--- src/rtl/dsp_pwm_pkg.sv ---
// Shared defaults and helpers for the dithered PWM DAC channels.
// Holds the default widths, the offset-binary mapping and the dither bit-reversal.
package dsp_pwm_pkg;

  localparam int DEF_CNT_BITS    = 8;
  localparam int DEF_DITHER_BITS = 4;
  localparam int DEF_DAT_BITS    = 14;

  // Two's complement to offset binary: most negative sample maps to zero duty.
  function automatic logic [DEF_DAT_BITS-1:0] offset_map(input logic [DEF_DAT_BITS-1:0] dat);
    return {~dat[DEF_DAT_BITS-1], dat[DEF_DAT_BITS-2:0]};
  endfunction

  function automatic logic [DEF_DITHER_BITS-1:0] bitrev(input logic [DEF_DITHER_BITS-1:0] v);
    logic [DEF_DITHER_BITS-1:0] r;
    r = '0;
    for (int i = 0; i < DEF_DITHER_BITS; i++) begin
      r[i] = v[DEF_DITHER_BITS-1-i];
    end
    return r;
  endfunction

endpackage

--- src/rtl/dsp_pwm_dither.sv ---
// One PWM DAC channel: coarse duty per period plus a bit-reversed dither
// sequence that spreads the fractional part evenly over 16 periods.
module dsp_pwm_dither
  import dsp_pwm_pkg::*;
#(
  parameter int CNT_BITS    = DEF_CNT_BITS,
  parameter int DITHER_BITS = DEF_DITHER_BITS,
  parameter int DAT_BITS    = DEF_DAT_BITS
) (
  input  logic                clk_i,
  input  logic                rstn_i,
  input  logic [DAT_BITS-1:0] dat_i,
  input  logic                enable_i,
  output logic                pwm_o,
  output logic                period_strobe_o,
  output logic [DAT_BITS-1:0] sample_o
);

  localparam int LSB_BITS = DAT_BITS - CNT_BITS - DITHER_BITS;
  localparam logic [CNT_BITS-1:0]    CNT_ONE  = {{(CNT_BITS-1){1'b0}}, 1'b1};
  localparam logic [DITHER_BITS-1:0] PCNT_ONE = {{(DITHER_BITS-1){1'b0}}, 1'b1};

  logic [CNT_BITS-1:0]    r_cnt;
  logic [DITHER_BITS-1:0] r_pcnt;
  logic [CNT_BITS:0]      r_high_q;
  logic [DAT_BITS-1:0]    r_sample;
  logic                   r_pwm;
  logic                   r_strobe;

  logic [DAT_BITS-1:0]    w_u;
  logic [CNT_BITS-1:0]    w_coarse;
  logic [DITHER_BITS-1:0] w_dither;
  logic [LSB_BITS-1:0]    w_unused_lsbs;
  logic [DITHER_BITS-1:0] w_pcnt_next;
  logic                   w_extra;
  logic [CNT_BITS:0]      w_high_next;
  logic                   w_wrap;
  logic                   w_below;

  assign w_u = offset_map(dat_i);
  assign {w_coarse, w_dither, w_unused_lsbs} = w_u;

  // The extra cycle is decided against the period index about to start.
  assign w_pcnt_next = r_pcnt + PCNT_ONE;
  assign w_extra     = (w_dither > bitrev(w_pcnt_next));
  assign w_high_next = {1'b0, w_coarse} + {{CNT_BITS{1'b0}}, w_extra};

  assign w_wrap  = (r_cnt == {CNT_BITS{1'b1}});
  assign w_below = ({1'b0, r_cnt} < r_high_q);

  // Idle parks the counters at the wrap point so the first enabled cycle loads.
  always_ff @(posedge clk_i or negedge rstn_i) begin
    if (!rstn_i) begin
      r_cnt    <= {CNT_BITS{1'b1}};
      r_pcnt   <= {DITHER_BITS{1'b1}};
      r_high_q <= '0;
      r_sample <= '0;
      r_pwm    <= 1'b0;
      r_strobe <= 1'b0;
    end else if (!enable_i) begin
      r_cnt    <= {CNT_BITS{1'b1}};
      r_pcnt   <= {DITHER_BITS{1'b1}};
      r_pwm    <= 1'b0;
      r_strobe <= 1'b0;
    end else begin
      r_cnt    <= r_cnt + CNT_ONE;
      r_pwm    <= w_below;
      r_strobe <= w_wrap;
      if (w_wrap) begin
        r_pcnt   <= w_pcnt_next;
        r_sample <= dat_i;
        r_high_q <= w_high_next;
      end
    end
  end

  assign pwm_o           = r_pwm;
  assign period_strobe_o = r_strobe;
  assign sample_o        = r_sample;

endmodule

--- config.mk ---
export PLATFORM = sky130hd
export DESIGN_NAME = dsp_pwm_dither
export DESIGN_NICKNAME = d
export VERILOG_FILES = /design/src/rtl/dsp_pwm_pkg.sv /design/src/rtl/dsp_pwm_dither.sv
export SDC_FILE = /design/constraint.sdc
export NUM_CORES = 1
export LEC_CHECK = 0
export CORE_MARGIN = 3
export CORE_UTILIZATION = 40
export DETAILED_ROUTE_END_ITERATION = 16
export DONT_BUFFER_PORTS = 1
export SLEW_MARGIN = 5
export SYNTH_ARGS = -nofsm -noshare
export SYNTH_HDL_FRONTEND = slang
export SYNTH_SLANG_ARGS = --single-unit
export TNS_END_PERCENT = 5
--- constraint.sdc ---
create_clock -name clk_i -period 3.9 [get_ports clk_i]
set_input_delay 0.39 -clock clk_i [delete_from_list [all_inputs] [get_ports clk_i]]
set_output_delay 0.39 -clock clk_i [all_outputs]
set_load 0.01 [all_outputs]
# After elaboration in Yosys (flattened, before gate mapping)
# Cells that the tools add are included.
[word_totals]
inputBits = 17
elab_cells = 20
output_inout_bits = 16
regBits = 37
[classes]
bitwise_logic = 1
reduce_logical = 1
addsub = 3
mux = 5
eq_ne = 2
magnitude_cmp = 2
[op_table]
columns = ["operator", "n"]
rows = [
  ["adder 8 x 1 -> 9 bit", 1],
  ["< comparator 8 x 9 -> 1 bit", 1],
  ["adder 8 x 1 -> 8 bit, second input constant", 1],
  ["== test 8 bit, second input constant", 1],
  ["2-to-1 mux 4 bit", 2],
  ["2-to-1 mux 8 bit", 1],
  ["adder 4 x 1 -> 4 bit, second input constant", 1],
  ["greater-than comparator 4 bit", 1],
  ["2-to-1 mux 1 bit", 2],
  ["inequality test 2 x 1 -> 1 bit, second input constant", 1],
  ["AND reduction 2 bit", 1],
  ["inverter 1 bit", 1],
]

# Logic depth before layout (Yosys ltp)
[logic_depth]
ltp_word = 3
ltp_mapped = 11
mapped_depth_nobuf = 11

# Least setup slack after synthesis
# No wires, ideal clock.
[synth_timing]
path_kind = "reg-to-reg"
from = "register r_pcnt[0]"
to = "register r_high_q[6]"
synth_period_minus_slack_ns = 2.423
t_arrival_ns = 2.341
stages_incl_launch_ff = 12
setup_ns = 0.082
setup_slack_ns = 1.477
cell_sequence = "dfstp_2 ha_1 xnor2_1 ha_1 nor2b_1 o211ai_1 a21oi_1 ha_1 ha_1 nand3_1 or3_1 a31oi_1"
[synth_via]
elab_chain_cells = 3
[synth_rtl]
columns = ["element", "line", "rtl"]
rows = [
  ["from (decl)", "dsp_pwm_dither.sv:24", "logic [DITHER_BITS-1:0] r_pcnt;"],
  ["from (signal assigned)", "dsp_pwm_dither.sv:55", "r_pcnt <= {DITHER_BITS{1'b1}};"],
  ["from (signal assigned)", "dsp_pwm_dither.sv:62", "r_pcnt <= {DITHER_BITS{1'b1}};"],
  ["from (signal assigned)", "dsp_pwm_dither.sv:70", "r_pcnt <= w_pcnt_next;"],
  ["adder 4 x 1 -> 4 bit", "dsp_pwm_dither.sv:44", "assign w_pcnt_next = r_pcnt + PCNT_ONE;"],
  ["greater-than comparator 4 bit", "dsp_pwm_dither.sv:45", "assign w_extra = (w_dither > bitrev(w_pcnt_next));"],
  ["adder 8 x 1 -> 9 bit", "dsp_pwm_dither.sv:46", "assign w_high_next = {1'b0, w_coarse} + {{CNT_BITS{1'b0}}, w_extra};"],
  ["to (signal assigned)", "dsp_pwm_dither.sv:72", "r_high_q <= w_high_next;"],
  ["to (decl)", "dsp_pwm_dither.sv:25", "logic [CNT_BITS:0] r_high_q;"],
]
# Every way passes these cells.
# A chain may end at the register's enable or synchronous reset.

# Worst setup path after layout
# Ends and elaborated chain as after synthesis.

==> results.toml <==
[yosys]
syn_avg_cell_area_um2 = 11.35
synth_area_um2 = 1952
synth-simple-area-share_pct = 12.69
syn_nets = 204
synth-xor-area-share_pct = 3.590
yosys.area_share.adder_pct = 9.615
synth_top_family_by_area = "simple AND/OR/NAND/NOR gates"
ys_ff_latch = 37
synth_seq_area_share_pct = 48.21
synth.area.mux_share_pct = 9.103
yosys_warnings = 0
synth_compound_area_share_pct = 11.60
synthDistinctLibCells = 41
syn_inst = 172

[timing]
min_period_over_period_pct = 66.76
fin_worst_skew_ns = 0.008855
setup_viol = 0
tightest_slew_ns = 0.5575
slew_violations = 0
grt_setup_unrepaired = "no"
whs_ns = 0.1327
finalHoldViolations = 0
fin_crit_ns = 2.604
slew_headroom_pct = 62.72
setup_ws_ns = 1.296
fmax_mhz = 384.1
tns_ns = 0

[worst_setup_path]
critPathSlowestCell = "dfstp_2"
path_buf_inv = 0
path_cells = "ha_1 -> xnor2_1 -> ha_1 -> nor2b_1 -> o211ai_1 -> a21oi_1 -> ha_1 -> ha_1 -> nand3_1 -> or3_1 -> a31oi_1"
critPathLaunchType = "register"
cp.required_ns = 4.11
critical_path_class = "register to register"
crit_path_end_kind = "register"
crit_top_cell = "ha_1"
max_stage_delay_ns = 0.57
cp_max_fo = 5
critical_path.top_delay_family = "adder cells"
arrival_ns = 2.81

[die]
core_area_um2 = 4534
dieWidth_um = 75.86
die_h_um = 75.86
num_rows = 24
start_util_pct = 43.05
ioPinCount = 33
die_area_um2 = 5754

[route]
routed_wl_um = 3895
drt_iter0_drc = 92
vias = 1316
antenna_left = 0
route.detailed.drc = 0
drt_first_pass_iters = 4
vias_per_cell = 5.438
wl_per_cell_um = 16.10

[job]
cap_violations = 0

[clock_tree]
htree_levels = 2
cts_tree = "built"
postCtsResizedCells = 0
post_cts_buffers = 0
clockRootBuffer = "clkbuf_8"
clk_pin_slew_ns = 0.08
clock_latency_ns = 0.28
cts_buffers = 5
clk_path_buf_depth = 2
cts_sinks = 37

[final_layout]
multi_input_area_um2 = 909.6
final_nets = 208
fin_util_pct = 46.41
syn_to_final_growth_pct = 7.821
diodes = 0
drive_gt1_share_pct = 22.03
seqCellArea_um2 = 940.9
fin_area_um2 = 2105
fillers = 419

[place]
port_buffers = 0
dp_slack_ns = 1.298
routabilityCongestion = 0.7420
hpwl_um = 2794
placed_area_um2 = 1992

[grt]
grt_usage_pct = 14.78
grt_pass1_vias = 1443
grt_overflow = 0
grt_max_degree = 38
grt_pass1_wl_um = 6410
antenna_found_initial = 0

[pwr]
power_density_nw_per_um2 = 679.9
leakagePower_nw = 0.9084
ir_worst_vdd_mv = 0.2892

[status]
status = "complete, no violations"

[min_path]
hp-class = "input port to register"
state kept, by name (all words and copies together), names as in the netlist:
| signal | cells |
|---|---|
| period_strobe_o | 1 |
| r_cnt | 8 |
| pwm_o | 1 |
| sample_o | 14 |
| r_pcnt | 4 |
| r_high_q | 9 |
cell usage after synthesis, drive strengths merged:
master	n	area, um^2
inv	16	60.05
a211oi	2	15.01
o31ai	3	22.52
o41ai	1	16.27
o311ai	1	8.760
nand3b	1	7.510
or3	4	25.02
ha	15	187.7
nor3	1	5.000
nand4b	1	8.760
or4	1	7.510
o21a	1	7.510
and4	4	38.79
nand4	3	18.77
mux2	13	157.7
a21oi	6	30.03
o221ai	1	8.760
o21ai	16	80.08
dfstp	12	315.3
xnor2	5	43.79
clkbuf	2	7.510
nand2b	2	12.51
a31oi	3	18.77
nand3	12	60.06
nor3b	1	7.510
nor4	1	6.260
dfrtp	25	625.6
o211ai	1	7.510
and3	2	13.77
xor2	3	26.28
mux2i	2	20.02
nor2b	1	6.260
nand2	6	30.03
buf	3	33.78
a2111o	1	11.26
stage by stage:
stage	power, mW	cells
after detailed placement	1.169	232
after global routing	1.554	242
final	1.431	242
after floorplan	1.067	172
after global placement	1.146	232
after CTS	1.444	242
worst register-to-register path: cells and delay by family, from the launching register on:
kind	cells	cell delay (ns)
fa+ha+maj	4	0.86
xor+xnor	1	0.08
flops	1	0.57
simple gates	3	0.62
compound gates	3	0.40
timing repair:
action                                  CTS  global route
endpoints found under the hold margin    37             0
hold buffers                              2             0
endpoints found under the setup margin    0             0
final timing paths:
path,from,endpoint,slack (ns),depth (start not counted)
min in group asynchronous,rstn_i,pwm_o$_DFF_PN0_,0.55,2
max in group asynchronous,rstn_i,r_pcnt[1]$_DFFE_PN1P_,3.07,2
setup / recovery,r_pcnt[0]$_DFFE_PN1P_,r_high_q[6]$_DFFE_PN0P_,1.30,11
setup reg to reg,r_pcnt[0]$_DFFE_PN1P_,r_high_q[6]$_DFFE_PN0P_,1.30,11
hold reg to reg,r_cnt[0]$_DFF_PN1_,r_cnt[0]$_DFF_PN1_,0.49,1
hold / removal,enable_i,r_cnt[2]$_DFF_PN1_,0.13,1
layer usage:
metal / GRT usage [%] / part of all wire (%)
met1: 18.89 / 47
met2: 22.43 / 45
met3: 5.673 / 6.4
met4: 6.019 / 1.4
met5: 0 / 0
cells in the final DEF, fill, tap and decap left out, types with 2 or more instances in the layout:
master and instances:
and4_1 2, or3_1 4, clkbuf_8 5, nand3_1 12, mux2i_1 2, o31ai_1 3, nand2_1 5, a211oi_1 2
a21oi_1 6, xor2_1 3, xnor2_1 5, dfstp_2 12, nand4_1 3, ha_1 15, mux2_4 3, mux2_2 10
a31oi_1 3, clkinv_2 2, inv_1 15, nand2b_1 2, dfrtp_1 25, o21ai_0 16
cell type report:
class / count / share of cell area, %
inverter: 16 / 2.854
tap: 65 / 3.864
clock buffer: 6 / 3.448
multi-input combinational: 114 / 43.22
timing repair buffer: 2 / 1.427
sequential: 37 / 44.71
clock inverter: 2 / 0.4756
power breakdown:
part	switching [mW]	total, mW	internal (mW)
sequential	0.147	0.698	0.551
combinational	0.243	0.476	0.234
clock	0.133	0.257	0.124
cells by family after synthesis:
group / count (synthesis)
XOR/XNOR: 8
flip-flops: 37
multiplexers: 15
adder cells (fa/ha/maj): 15
buffers and inverters: 21
AND/OR/NAND/NOR: 40
AO/OA/AOI/OAI: 36
Note: power is estimated with default switching activity, not from simulation.
